$ cat config.mk
export PLATFORM = sky130hd
export DESIGN_NAME = one_to_four
export DESIGN_NICKNAME = d
export VERILOG_FILES = /design/src/rtl/one_to_four.sv
export SDC_FILE = /design/constraint.sdc
export NUM_CORES = 1
export LEC_CHECK = 0
export CORE_MARGIN = 2
export CORE_UTILIZATION = 45
export CTS_BUF_LIST = sky130_fd_sc_hd__clkbuf_8
export DETAILED_ROUTE_END_ITERATION = 8
export DONT_BUFFER_PORTS = 1
export MAX_ROUTING_LAYER = met4
export PLACE_DENSITY = 0.68
export SYNTH_ARGS = -nofsm -noshare
export SYNTH_HDL_FRONTEND = slang
export SYNTH_SLANG_ARGS = --single-unit
$ cat constraint.sdc
create_clock -name clk -period 3.65 [get_ports clk]
set_input_delay 0.73 -clock clk [delete_from_list [all_inputs] [get_ports clk]]
set_output_delay 0.73 -clock clk [all_outputs]
set_load 0.05 [all_outputs]
$ cat src/rtl/one_to_four.sv
// one_to_four: registered 1-to-4 demultiplexer.
// Manual mode steers each valid word to channel {s1,s0}. TDM mode uses a slot
// counter aligned by a start-of-frame marker to rebuild four parallel channels
// from a serial word stream. All outputs are registered and the latency is one cycle.
module one_to_four #(
  parameter int WIDTH = 8
) (
  input  logic             clk,
  input  logic             rst,
  input  logic             mode,
  input  logic             s0,
  input  logic             s1,
  input  logic [WIDTH-1:0] din,
  input  logic             din_valid,
  input  logic             sof,
  output logic [WIDTH-1:0] y0,
  output logic [WIDTH-1:0] y1,
  output logic [WIDTH-1:0] y2,
  output logic [WIDTH-1:0] y3,
  output logic             v0,
  output logic             v1,
  output logic             v2,
  output logic             v3,
  output logic [1:0]       slot,
  output logic             frame_done,
  output logic             sync_err
);

  // HUNT waits for a start-of-frame marker. RUN distributes words by slot.
  typedef enum logic {
    HUNT = 1'b0,
    RUN  = 1'b1
  } state_e;

  state_e           state_q, state_d;
  logic [1:0]       slot_q, slot_d;
  logic [WIDTH-1:0] y_q [4];
  logic [WIDTH-1:0] y_d [4];
  logic [3:0]       v_q, v_d;
  logic             fd_q, fd_d;
  logic             se_q, se_d;
  logic [1:0]       man_sel_s;

  // Return the one-hot valid strobe for a channel index.
  function automatic logic [3:0] chan_strobe(input logic [1:0] ch);
    logic [3:0] res;
    case (ch)
      2'd0:    res = 4'b0001;
      2'd1:    res = 4'b0010;
      2'd2:    res = 4'b0100;
      2'd3:    res = 4'b1000;
      default: res = 4'b0000;
    endcase
    return res;
  endfunction

  assign man_sel_s = {s1, s0};

  // Next-state decode. Outputs hold by default and pulses default low.
  always_comb begin
    state_d = state_q;
    slot_d  = slot_q;
    for (int k = 0; k < 4; k++) begin
      y_d[k] = y_q[k];
    end
    v_d  = 4'b0000;
    fd_d = 1'b0;
    se_d = 1'b0;

    if (!mode) begin
      // Manual mode drops any TDM alignment on every edge.
      state_d = HUNT;
      slot_d  = 2'd0;
      if (din_valid) begin
        y_d[man_sel_s] = din;
        v_d            = chan_strobe(man_sel_s);
      end else begin
        v_d = 4'b0000;
      end
    end else begin
      case (state_q)
        HUNT: begin
          // Words are dropped until a frame marker arrives.
          if (din_valid && sof) begin
            y_d[0]  = din;
            v_d     = 4'b0001;
            slot_d  = 2'd1;
            state_d = RUN;
          end else begin
            state_d = HUNT;
          end
        end
        RUN: begin
          if (din_valid) begin
            if (sof) begin
              // A marker always realigns to slot 0. A marker that arrives
              // mid-frame abandons the partial frame and flags the slip.
              y_d[0] = din;
              v_d    = 4'b0001;
              slot_d = 2'd1;
              se_d   = (slot_q != 2'd0);
            end else begin
              y_d[slot_q] = din;
              v_d         = chan_strobe(slot_q);
              slot_d      = slot_q + 2'd1;
              fd_d        = (slot_q == 2'd3);
            end
          end else begin
            state_d = RUN;
          end
        end
        default: begin
          state_d = HUNT;
          slot_d  = 2'd0;
        end
      endcase
    end
  end

  // State and output registers with synchronous reset.
  always_ff @(posedge clk) begin
    if (rst) begin
      state_q <= HUNT;
      slot_q  <= 2'd0;
      for (int k = 0; k < 4; k++) begin
        y_q[k] <= {WIDTH{1'b0}};
      end
      v_q  <= 4'b0000;
      fd_q <= 1'b0;
      se_q <= 1'b0;
    end else begin
      state_q <= state_d;
      slot_q  <= slot_d;
      for (int k = 0; k < 4; k++) begin
        y_q[k] <= y_d[k];
      end
      v_q  <= v_d;
      fd_q <= fd_d;
      se_q <= se_d;
    end
  end

  assign y0         = y_q[0];
  assign y1         = y_q[1];
  assign y2         = y_q[2];
  assign y3         = y_q[3];
  assign v0         = v_q[0];
  assign v1         = v_q[1];
  assign v2         = v_q[2];
  assign v3         = v_q[3];
  assign slot       = slot_q;
  assign frame_done = fd_q;
  assign sync_err   = se_q;

endmodule

* Yosys cells after proc, flatten, opt, wreduce, memory -nomap -nowiden *
Memories as Yosys holds them, arrays and structs flattened.
Index checks and enable logic that the tools add are counted.
Widths: inputs -> output; s select.

storage, ports and cells
  memories kept = 1
  input bits = 15
  memory bits (writable) = 32
  word-level logic and storage cells = 74
  flip-flop bits (word level) = 9
  output and inout bits = 40

operators by class
  muxes and demuxes = 35
  reductions and logical operators = 10
  $lt $le $gt $ge = 4
  equality and inequality tests = 8
  bitwise logic cells = 10
  add/subtract/negate cells = 1

memory list
  memory  words  bits a word  rd ports  clocked after memory_dff  write ports  line  RTL
  y_q     4      8            4         0                         4            37    logic [WIDTH-1:0] y_q [4];

operators with widths
  kind                 number
  $mux 32              3
  $bwmux 32            2
  $mux 8               8
  $mux 24              2
  $demux 8 s2          2
  $pmux 4 s4           2
  $mux 4               4
  $pmux 8 s2           1
  $reduce_or 5->1      2
  $eq 2x2->1 const B   4
  $pmux 4 s2           1
  $ge 3x3->1 const B   2
  $lt 3x1->1 const B   2
  $mux 2               3
  $not 2->3            2
  $mux 1               5
  $eq 2x1->1 const B   2
  $logic_not 2->1      2
  $ne 2x2->1 const B   2
  $not 1->1            4
  $or 1x1->1           4
  $pmux 2 s2           1
  $logic_and 1x1->1    3
  $add 2x1->2 const B  1
  4 further kinds      4

* Logic depth before layout (Yosys ltp) *
  depth after elaboration = 11
  depth in mapped cells = 6
  depth with buffers taken out = 5

* Worst setup path after synthesis *
OpenSTA, ideal clock, no wires.

  path type = register to register
  start point = register slot_q[0] (netlist: slot[0])
  end point = register v_q[0]
  period minus slack after synthesis = 1.905 ns
  arrival = 1.781 ns
  buffers on the path = 1
  cell stages (with the launch flop) = 7
  required time = 3.526 ns
  setup time = 0.124 ns
  setup slack = 1.745 ns
  path through = dfxtp_1 > inv_1 > ha_1 > and2_1 > o311a_1 > buf_2 > nor2b_1

between the ends
  cells in the longest elaborated chain, start to end = 6
  elaborated cells on any way between the ends = 9
  those cells by class = 3 x eq/ne; 5 x mux; 1 x reduce/logical

ends and longest elaborated chain
  what                                line  RTL
  start, declared                     36    logic [1:0] slot_q, slot_d;
  start signal, assigned              133   slot_q <= slot_d;
  $eq 2x2->1 (tied with other cells)  47    case (ch)
  $pmux 4 s4 *                        47
  $mux 4 *                            95    if (sof) begin
  $mux 4 *                            94    if (din_valid) begin
  $pmux 4 s2 *                        81    case (state_q)
  $mux 4 *                            70    if (!mode) begin
  end signal, assigned                137   v_q <= v_d;
  end, declared                       39    logic [3:0] v_q, v_d;

Mark *: on every way between the ends. The rest lies on a longest branch, timed or not.
A chain may end at the register's enable or synchronous reset.

==> flow_summary.yaml <==
global_route:
  antenna_found_initial: 0
  grt_pass1_wl_microns: 5851
  grt_max_degree: 46
  grt_pass1_vias: 1149
  track_usage_pct: 17.84
  grt-ovfl-total: 0
synthesis:
  syn-cell-area_sq_um: 1852
  syn_area_per_cell_sq_um: 10.70
  synth_edf_count: 0
  ys_top_cells_by_area: "dfxtp_1, mux2i_1, nand2b_1"
  synth.most_common_cell: "nand2b_1"
  syn_nets: 193
  synthFlopType: "dfxtp_1"
  synth_cell_type_count: 33
  synthArstFlopShare_pct: 0
  netlist_instances: 173
  yosysTopAreaCell: "dfxtp_1"
  synth_common_cells: "nand2b_1, dfxtp_1, mux2i_1"
  synth_top_area_share_pct: 44.32
  yosysSeqAreaShare_pct: 44.32
  ys_ff_latch: 41
  yosysWarnings: 0
sta:
  final.setup.worst_slack_ns: 1.528
  tns_ns: 0
  rsz0062_at_grt: "no"
  clock_skew_ns: 0.008404
  maxSlewViolCount: 0
  period_share_pct: 58.13
  maxSlewHeadroom_pct: 55.14
  setup_viol: 0
  hold_viol: 0
  min_period_ns: 2.122
  worst_slew_pin_slew_ns: 0.6719
  fmax_mhz: 471.3
power:
  total_power_mw: 0.8769
  clkPwrFrac_pct: 36.7
  ir_drop_uv: 233.5
  intPower_mw: 0.6558
  p_per_area_nw_per_um2: 442.2
  pwr-share-comb_pct: 5.9
  swShare_pct: 25.21
  seq_power_share_pct: 57.4
  power_switching_mw: 0.2211
  leakagePower_nw: 0.8422
worst_hold_path:
  min_path_cells: 1
  hp-start: "rst"
  holdPathEnd: "v_q[0]$_SDFF_PP0_"
  hp-class: "input pin to flop"
setup_path:
  rr_startpoint: "slot[0]$_SDFFE_PP0P_"
  ff2ff_setup_slack_ns: 1.53
  max_stage_delay_ns: 0.76
  r2r-end: "y_q[0][1]$_SDFFE_PP0P_"
  required_ns: 3.81
  crit_path_max_fanout: 9
  worst_setup_path_start_kind: "flop"
  worstSetupPathType: "flop to flop"
  cp-end-kind: "flop"
  r2r_cells: 5
  timing.critical_path.cells: "inv_1, ha_1, and2_1, o311a_1, mux2i_1"
  critPathSlowestCell: "dfxtp_1"
  cp.arrival_ns: 2.28
clock_network:
  cts_buffers: 5
  cts_tree: "done"
  cts_setup_buffers: 0
  clock_latency_ns: 0.29
  postCtsHoldBufs: 0
  cts.path.max_buffers: 2
  h-tree-depth: 2
  cts-root-buf: "clkbuf_8"
  clkSlewWorstSetupHoldPaths_ns: 0.07
  cts_sinks: 41
  cts_resized: 0
cells_and_area:
  antennaDiodeCount: 0
  drive_gt1_share_pct: 8.621
  nNetsFinal: 193
  final_cells: 224
  syn2layout_area_growth_pct: 7.094
die:
  rows: 23
  die_width_microns: 68.15
  design.die.area_sq_um: 4644
  start_util_pct: 46.63
  ioPinCount: 55
  die_height_microns: 68.15
  core_area_sq_um: 3971
drt:
  dr.pass1.iters: 4
  drt_iter0_drc: 63
  wl_microns: 3756
  vias: 1193
  antenna_left: 0
  vias_per_cell: 5.326
  detail_route.wl_per_cell_microns: 16.77
  drc_errors: 0
placement:
  gp_congestion: 0.7900
  preCtsSetupSlack_ns: 1.520
  port_buffers: 0
  hpwlAfterDp_microns: 2766
  post-place-cells: 216
flow_run:
  max_cap_violations: 0
outcome:
  status: "completed"
[stage by stage]
step	cell area (sq um)	hold slack, ns	util (%)
floorplan	1852	0.5060	-
global placement	1882	0.5591	47.39
detailed placement	1882	0.5571	47.39
CTS	1983	0.4949	49.94
global route	1983	0.4897	49.94
finish	1983	0.5113	49.94
[logic make-up after synthesis]
family                     count (synthesis)  share of synthesized area, %
buffers and inverters                     11                         2.567
muxes                                     32                         17.30
adders and majority gates                  5                         3.378
and+or+nand+nor                           71                         24.05
AOI/OAI and AO/OA                         13                         8.378
DFF                                       41                         44.32
[worst max-delay path: cells and delay by family, from the launching register on]
kind	cells	cell delay [ns]
buffers and inverters	1	0.18
and+or+nand+nor	1	0.14
DFF	1	0.76
muxes	1	0.19
AOI/OAI and AO/OA	1	0.47
adders and majority gates	1	0.26
[cell usage in the layout (no fill, tap or decap), types with 2 or more instances in the layout]
cell type,n
nand2b_1,49
dfxtp_1,41
mux2i_1,32
clkbuf_8,7
nor2_1,5
ha_1,5
inv_1,3
and2_1,3
nor3_1,3
nand2_1,2
o221ai_4,2
a211oi_1,2
[worst max-delay path by stage]
stage,slack [ns],startpoint,cells past startpoint,end
2_1_floorplan,1.74,slot[0]$_SDFFE_PP0P_,6,v_q[0]$_SDFF_PP0_
3_5_place_dp,1.52,slot[0]$_SDFFE_PP0P_,5,y_q[2][2]$_SDFFE_PP0P_
4_1_cts,1.50,slot[0]$_SDFFE_PP0P_,5,y_q[2][2]$_SDFFE_PP0P_
6_report,1.53,slot[0]$_SDFFE_PP0P_,5,y_q[0][1]$_SDFFE_PP0P_
5_1_grt,1.39,slot[0]$_SDFFE_PP0P_,5,y_q[2][2]$_SDFFE_PP0P_
3_3_place_gp,1.63,slot[0]$_SDFFE_PP0P_,5,v_q[0]$_SDFF_PP0_
[per-layer routing]
metal  wire (microns)  part of all wire (%)  vias to the layer above  GRT usage [%]
met5                0                     0                        -              -
met3              327                   8.7                        4          7.237
met1             1680                    45                      563          22.71
li1                 -                     -                      584              -
met4               24                  0.64                        0          5.250
met2             1724                    46                       42          25.97
[state kept, by name, summed over array words and instances (netlist names)]
signal      cells
y_q            32
v_q             4
slot            2
frame_done      1
state_q         1
sync_err        1
[area by class of cell]
| type | instances | area [sq um] |
|---|---|---|
| inverters | 4 | 15.01 |
| well taps | 50 | 62.56 |
| clock inverters | 1 | 5.005 |
| multi-input cells | 121 | 983.4 |
| fillers | 387 | 1988 |
| clock buffers | 7 | 96.34 |
| flip-flops and latches | 41 | 820.8 |
[power groups by stage]
stage	logic (mW)	registers, mW	clock network [mW]
final	0.0515	0.503	0.322
after global routing	0.0561	0.505	0.352
after CTS	0.0519	0.504	0.328
after detailed placement	0.0520	0.514	0
after global placement	0.0500	0.514	0
after floorplan	0.0514	0.511	0
Power figures use the tool's default switching activity.
